### src/rtl/game_sequencer_if.sv
// Sequencer-facing signal bundle: button/collision status in, control strobes and status out.
interface game_sequencer_if;
  logic       start;
  logic       pause;
  logic       frame_tick;
  logic       wall_col;
  logic       pad_col;
  logic       lossA;
  logic       lossB;
  logic       game_en;
  logic       col_rst_n;
  logic       gmv;
  logic [2:0] state;
  logic [1:0] loser;
  logic       beep;

  modport master (
    output start, pause, frame_tick, wall_col, pad_col, lossA, lossB,
    input  game_en, col_rst_n, gmv, state, loser, beep
  );

  modport slave (
    input  start, pause, frame_tick, wall_col, pad_col, lossA, lossB,
    output game_en, col_rst_n, gmv, state, loser, beep
  );
endinterface

### src/rtl/game_sequencer.sv
// Game flow sequencer: serve/play/point/pause/over state machine, frame-based holds and beep timer.
//
// state | meaning
// IDLE  | scores cleared, waiting for start
// SERVE | ball held at centre for SERVE_FRAMES
// PLAY  | rally in progress
// POINT | frozen for POINT_FRAMES after a wall hit
// PAUSE | frozen until pause pressed again
// OVER  | game finished, loser latched
module game_sequencer #(
  parameter logic [7:0]  SERVE_FRAMES = 8'd60,
  parameter logic [7:0]  POINT_FRAMES = 8'd30,
  parameter logic [23:0] BEEP_CYCLES  = 24'd2500000
) (
  input logic              clk,
  input logic              rst,
  game_sequencer_if.slave  gs
);

  typedef enum logic [2:0] {
    IDLE  = 3'd0,
    SERVE = 3'd1,
    PLAY  = 3'd2,
    POINT = 3'd3,
    PAUSE = 3'd4,
    OVER  = 3'd5
  } state_t;

  state_t      st;
  logic [7:0]  frm_cnt;
  logic [23:0] beep_cnt;
  logic [1:0]  loser_q;
  logic        start_q;
  logic        pause_q;
  logic        start_rise;
  logic        pause_rise;
  logic        frm_done;

  assign start_rise = gs.start & ~start_q;
  assign pause_rise = gs.pause & ~pause_q;
  // Expiry on 1 or 0 so a zero-length hold still exits on the first tick.
  assign frm_done   = gs.frame_tick & (frm_cnt <= 8'd1);

  always_ff @(posedge clk) begin
    if (rst) begin
      st       <= IDLE;
      frm_cnt  <= 8'd0;
      beep_cnt <= 24'd0;
      loser_q  <= 2'b00;
      start_q  <= 1'b1;
      pause_q  <= 1'b1;
    end else begin
      start_q <= gs.start;
      pause_q <= gs.pause;

      if (st == PLAY && (gs.pad_col || gs.wall_col))
        beep_cnt <= BEEP_CYCLES;
      else if (beep_cnt != 24'd0)
        beep_cnt <= beep_cnt - 24'd1;

      if (gs.frame_tick && frm_cnt != 8'd0)
        frm_cnt <= frm_cnt - 8'd1;

      case (st)
        IDLE: begin
          if (start_rise) begin
            st      <= SERVE;
            frm_cnt <= SERVE_FRAMES;
          end
        end
        SERVE: begin
          if (frm_done)
            st <= PLAY;
        end
        PLAY: begin
          if (gs.wall_col) begin
            if (gs.lossA || gs.lossB) begin
              st      <= OVER;
              loser_q <= {gs.lossB, gs.lossA};
            end else begin
              st      <= POINT;
              frm_cnt <= POINT_FRAMES;
            end
          end else if (pause_rise) begin
            st <= PAUSE;
          end
        end
        POINT: begin
          if (frm_done) begin
            st      <= SERVE;
            frm_cnt <= SERVE_FRAMES;
          end
        end
        PAUSE: begin
          if (pause_rise)
            st <= PLAY;
        end
        OVER: begin
          if (start_rise)
            st <= IDLE;
        end
        default: st <= IDLE;
      endcase
    end
  end

  assign gs.state     = st;
  assign gs.loser     = loser_q;
  assign gs.beep      = (beep_cnt != 24'd0);
  assign gs.col_rst_n = ~((st == IDLE) || (st == SERVE));
  assign gs.gmv       = (st == IDLE);
  assign gs.game_en   = gs.frame_tick & ((st == IDLE) || (st == SERVE) || (st == PLAY));

endmodule

### src/flat_wrapper.sv
// flat-port wrapper written by rule: the top's interface ports become plain ports
module game_sequencer_flat 
#(
  parameter logic [7:0]  SERVE_FRAMES = 8'd60,
  parameter logic [7:0]  POINT_FRAMES = 8'd30,
  parameter logic [23:0] BEEP_CYCLES  = 24'd2500000
)
  (clk, rst, gs_start, gs_pause, gs_frame_tick, gs_wall_col, gs_pad_col, gs_lossA, gs_lossB, gs_game_en, gs_col_rst_n, gs_gmv, gs_state, gs_loser, gs_beep);
  game_sequencer_if gs_i ();
  input logic clk;
  input logic rst;
  input wire logic [$bits(gs_i.start)-1:0] gs_start;
  input wire logic [$bits(gs_i.pause)-1:0] gs_pause;
  input wire logic [$bits(gs_i.frame_tick)-1:0] gs_frame_tick;
  input wire logic [$bits(gs_i.wall_col)-1:0] gs_wall_col;
  input wire logic [$bits(gs_i.pad_col)-1:0] gs_pad_col;
  input wire logic [$bits(gs_i.lossA)-1:0] gs_lossA;
  input wire logic [$bits(gs_i.lossB)-1:0] gs_lossB;
  output wire logic [$bits(gs_i.game_en)-1:0] gs_game_en;
  output wire logic [$bits(gs_i.col_rst_n)-1:0] gs_col_rst_n;
  output wire logic [$bits(gs_i.gmv)-1:0] gs_gmv;
  output wire logic [$bits(gs_i.state)-1:0] gs_state;
  output wire logic [$bits(gs_i.loser)-1:0] gs_loser;
  output wire logic [$bits(gs_i.beep)-1:0] gs_beep;
  assign gs_i.start = gs_start;
  assign gs_i.pause = gs_pause;
  assign gs_i.frame_tick = gs_frame_tick;
  assign gs_i.wall_col = gs_wall_col;
  assign gs_i.pad_col = gs_pad_col;
  assign gs_i.lossA = gs_lossA;
  assign gs_i.lossB = gs_lossB;
  assign gs_game_en = gs_i.game_en;
  assign gs_col_rst_n = gs_i.col_rst_n;
  assign gs_gmv = gs_i.gmv;
  assign gs_state = gs_i.state;
  assign gs_loser = gs_i.loser;
  assign gs_beep = gs_i.beep;
  game_sequencer #(.SERVE_FRAMES(SERVE_FRAMES), .POINT_FRAMES(POINT_FRAMES), .BEEP_CYCLES(BEEP_CYCLES)) u_core (.clk(clk), .rst(rst), .gs(gs_i));
endmodule
### config.mk
export PLATFORM = sky130hd
export DESIGN_NAME = game_sequencer_flat
export DESIGN_NICKNAME = d
export VERILOG_FILES = /design/src/rtl/game_sequencer_if.sv /design/src/rtl/game_sequencer.sv /design/src/flat_wrapper.sv
export SDC_FILE = /design/constraint.sdc
export NUM_CORES = 1
export LEC_CHECK = 0
export CAP_MARGIN = 20
export CELL_PAD_IN_SITES_DETAIL_PLACEMENT = 1
export CELL_PAD_IN_SITES_GLOBAL_PLACEMENT = 1
export CORE_UTILIZATION = 44
export DETAILED_ROUTE_END_ITERATION = 6
export GPL_ROUTABILITY_DRIVEN = 0
export PLACE_DENSITY = 0.88
export SYNTH_ARGS = -nofsm -noshare
export SYNTH_HDL_FRONTEND = slang
export SYNTH_SLANG_ARGS = --single-unit
### constraint.sdc
create_clock -name clk -period 2.31 [get_ports clk]
set_input_delay 0.231 -clock clk [delete_from_list [all_inputs] [get_ports clk]]
set_output_delay 0.231 -clock clk [all_outputs]
set_load 0.01 [all_outputs]
# After elaboration in Yosys (flattened, before gate mapping)
# Cells that the tools add are included.
[totals] register_bits=39 output_inout_bits=9 wordCells=58 in_bits=9
[op_classes] n_eq_ne=11 n_bitwise=7 n_lt_le_gt_ge=1 mux=17 addsub=2 reduce_logical=13
[ops] op="$mux 22" n=2
[ops] op="$mux 8" n=5
[ops] op="$mux 3" n=8
[ops] op="$pmux 8 s3" n=1
[ops] op="$reduce_bool 24->1" n=1
[ops] op="$sub 24x1->24 const B" n=1
[ops] op="$pmux 3 s6" n=1
[ops] op="$ne 2x1->1 const B" n=5
[ops] op="$le 8x1->1 const B" n=1
[ops] op="$reduce_bool 8->1" n=1
[ops] op="$sub 8x1->8 const B" n=1
[ops] op="$eq 3x2->1 const B" n=2
[ops] op="$eq 3x3->1 const B" n=2
[ops] op="$reduce_and 6->1" n=1
[ops] op="$and 1x1->1" n=4
[ops] op="$logic_or 1x1->1" n=4
[ops] op="$eq 3x1->1 const B" n=1
[ops] op="$logic_not 3->1" n=1
[ops] op="$ne 3x2->1 const B" n=1
[ops] op="$not 1->1" n=3
[ops] op="$reduce_and 3->1" n=1
[ops] op="$logic_and 1x1->1" n=2
[ops] op="$reduce_bool 2->1" n=1
[ops] op="$reduce_or 2->1" n=1

# Logic depth before layout (Yosys ltp)
[logic_depth] depth_word=6 mapped_depth=8 ltp_nobuf=6

# Worst setup path after synthesis
# Ideal clock, no wire load.
[synth_path] kind="register to register" startpoint="register u_core.beep_cnt[12]" endpoint="register u_core.beep_cnt[21]" path_slack_ns=0.370 synth_period_minus_slack_ns=1.940 arrival_ns=1.820 stages_incl_launch_ff=5 required_ns=2.190 setup_ns=0.120 n_path_buf=0 path_cell_list="dfxtp_1 > or4_4 > or4_4 > o31a_1 > o31a_1"
[synth_between] elab_chain_len=3 word_cells_on_any_way=5 classes_between="1 x add/sub; 2 x mux; 2 x reduce/logical"
[synth_rtl] item="start: declaration" line="game_sequencer.sv:31" text="logic [23:0] beep_cnt;"
[synth_rtl] item="start signal: assignment" line="game_sequencer.sv:59" text="beep_cnt <= beep_cnt - 24'd1;"
[synth_rtl] item="$sub 24x1->24" line="game_sequencer.sv:59"
[synth_rtl] item="$mux 22" line="game_sequencer.sv:58" text="else if (beep_cnt != 24'd0)"
[synth_rtl] item="$mux 22" line="game_sequencer.sv:56" text="if (st == PLAY && (gs.pad_col || gs.wall_col))"
# Parallel ways exist; a longest one is shown, timed or not. The select of a mux whose other input is x is not followed.
# A chain may end at the register's enable or synchronous reset.

# Worst setup path in the final report
[layout_path] startpoint="register u_core.beep_cnt[9]" endpoint="output port gs_beep"
[layout_between] elab_chain_len=1
[layout_rtl] item="$reduce_bool 24->1" line="game_sequencer.sv:109" text="assign gs.beep = (beep_cnt != 24'd0);"
[layout_rtl] item="end: declaration" line="flat_wrapper.sv:24" text="output wire logic [$bits(gs_i.beep)-1:0] gs_beep;"
# Every way passes these cells.

==> reports/qor.csv <==
metric,value,unit
status,"finished, final reports clean",
gr usage total,27.0,%
Inserted Clock Buffers,5,
most common cell in the netlist,dfxtp_1,
layout cell share with drive strength beyond 1,15.5,%
worst hold path type,reg -> reg,
sequential cell area fraction in the yosys report,34.4,%
Buf/Inv on CP,1,
die area,5450,sq um
Clock Path Buffers,2,
I/O Pins,18,
fin nets,310,
Async SR Flop Fraction,0,%
largest family of logic cells by synthesized area,simple AND/OR/NAND/NOR gates,
Post-Synth Adder-Cell Area,2.76,%
synthesis-to-finish area growth,19.9,%
H-Tree Level Count,2,
Syn Nets,280,
Placed Area,2600,sq um
number of synthesized flops with an enable pin,0,
M3 GR Usage,4.94,%
# rows,25,
initial antenna violation count,0,
syn avg cell area,8.53,sq um
Crit path largest cell delay,0.50,ns
count of final max-slew check failures,0,
Worst-path clk slew,0.09,ns
post-synthesis mux area share,4.03,%
library cells used by synthesis,52,
crit path max fanout,5,
routed vias/inst,6.23,
Top Family by Delay on Critical Path,simple AND/OR/NAND/NOR gates,
largest cells by area after synthesis,"dfxtp_1 (34%), or4_1 (3.6%), mux2i_1 (3.5%), nand2_1 (3.3%), a21oi_1 (3.1%)",
Yosys warnings,0,
Max-Cap Viols,0,
"Worst Path Class, Setup",reg -> out,
Cell Pwr Density,1660,nW/um^2
CP Launch Type,register,
total wire length,6980,um
grt total ovfl,0,
CTS tree,built,
fraction of the mapped netlist area in simple logic gates,34.3,%
DPL Wire Length,4810,um
final setup fails,0,
DIE HEIGHT,73.8,um
Fin Setup TNS,0,ns
CP Capture Type,primary output,
CP required,2.08,ns
Syn Inst Count,266,
Starting Density,46.8,%
clk_skew,0.00824,ns
CTS Root Buffer Type,clkbuf_8,
final worst path period share,97.0,%
Synth Register Bits,39,
Slowest cell on crit path,clkdlybuf4s50_1,
post-synth top area cell,dfxtp_1,
list of most frequent post-synthesis cells,"dfxtp_1 (39), nand2_1 (20), a21oi_1 (14)",
CTS Sinks,39,
DR DRC count,0,
Core ar.,4850,sq um
Port Buffers,17,
number of global-route vias before repair,2285,
Main synth FF type,dfxtp_1,
Max VDD drop,0.771,mV
xor/xnor cell area share of the yosys netlist,1.54,%
first-pass GRT wire length,11200,um
routing usage on met1,33.8,%
WL/cell,19.2,um
"critical path, cell by cell","nor4_4, and4_1, nand4_1, clkdlybuf4s50_1",
top cell type's share of synthesized area,34.4,%
min Tclk post-route,2.24,ns
largest net degree at the start of global routing,24,
Worst Max-Slew Pin Slew,0.977,ns
cell area after layout,2720,sq um
Compound-Gate Fraction of Synth Area,19.2,%
antenna cells,0,
DR vias,2268,
Slew HR,34.7,%
CP Data Arrival Time,2.01,ns
clock latency on the worst-skew pair,0.30,ns
leak pwr,1.02,nW
total iterations of the first detailed-routing run,4,
synthesized area,2270,sq um
GR peak layer,met2,
starting DRC count in detailed routing,192,
Final Hold Fails,0,
die width,73.8,um
Peak Freq,446,MHz
GR Util met2,46.1,%
Final ANT Viol Nets,0,
-- metrics by stage --
stage | setup WS [ns] | instances | hold slack (ns) | power [mW] | util (%)
after global routing | -0.0223 | 364 | 0.488 | 4.84 | 56.1
after detailed placement | -0.0937 | 355 | 0.459 | 3.82 | 53.6
after floorplan | 0.370 | 266 | 0.338 | 2.96 | -
final | 0.0692 | 364 | 0.468 | 4.51 | 56.1
after CTS | 0.0184 | 363 | 0.471 | 4.35 | 55.5
after global placement | 0.111 | 355 | 0.443 | 3.66 | 53.6
-- path summary, 6_finish.rpt --
check                          start  slack, ns  cells past startpoint                   to
setup / recovery  u_core.beep_cnt[9]       0.07                      4              gs_beep
hold / removal    u_core.gs.loser[1]       0.47                      2   u_core.gs.loser[1]
setup reg to reg  u_core.beep_cnt[0]       0.12                      6  u_core.beep_cnt[16]
hold reg to reg   u_core.gs.loser[1]       0.47                      2   u_core.gs.loser[1]
-- where the power goes --
part           switching [mW]  total, mW  internal (mW)
Clock                   0.272      0.480          0.207
Combinational            1.50       2.73           1.23
Sequential              0.369       1.30          0.929
Total                    2.14       4.51           2.36
-- cells in the final DEF (no fill, tap or decap), drive strengths merged, types with 11 or more instances in the layout --
master / count
nor3: 11
buf: 17
clkdlybuf4s50: 17
dfxtp: 39
nand3: 11
a21oi: 14
nor4: 12
or4: 14
nand2: 20
inv: 11
-- registers in the layout, indices dropped and copies added (netlist names) --
register         count
u_core.gs.state      3
u_core.frm_cnt       8
u_core.start_q       1
u_core.pause_q       1
u_core.gs.loser      2
u_core.beep_cnt     24
-- worst register-to-register path: stages (launching register included) --
cell	delay [ns]
dfxtp_1	0.42
inv_1	0.11
ha_1	0.22
nor3b_1	0.16
and4_2	0.38
or4_2	0.65
a21oi_1	0.17
-- cells by family (layout without fill, tap and decap cells) --
group           Yosys count  after routing
compound gates           61             61
mux                       9              9
simple gates            126            126
fa+ha+maj                 5              5
buf+inv                  22             53
flops                    39             39
xor+xnor                  4              4
-- area by class of cell --
type                    count  area, sq um
fillers                   595         2130
multi-input cells         205         1430
flip-flops and latches     39          781
repair buffers             34          298
well taps                  67         83.8
clock buffers               5         68.8
inverters                  11         41.3
clock inverters             3         15.0
-- layer usage --
metal / share of wire, % / up-vias
met2: 50 / 59
li1: - / 1087
met1: 45 / 1106
met3: 3.5 / 16
met5: 0 / -
met4: 2.2 / 0
-- repair_timing --
| action | in CTS | in global routing |
|---|---|---|
| pin swaps | 0 | 1 |
| hold buffers | 0 | 0 |
| gates resized for setup | 1 | 4 |
| setup buffers | 0 | 1 |
| setup endpoints to repair | 1 | 10 |
Power figures use the tool's default switching activity.
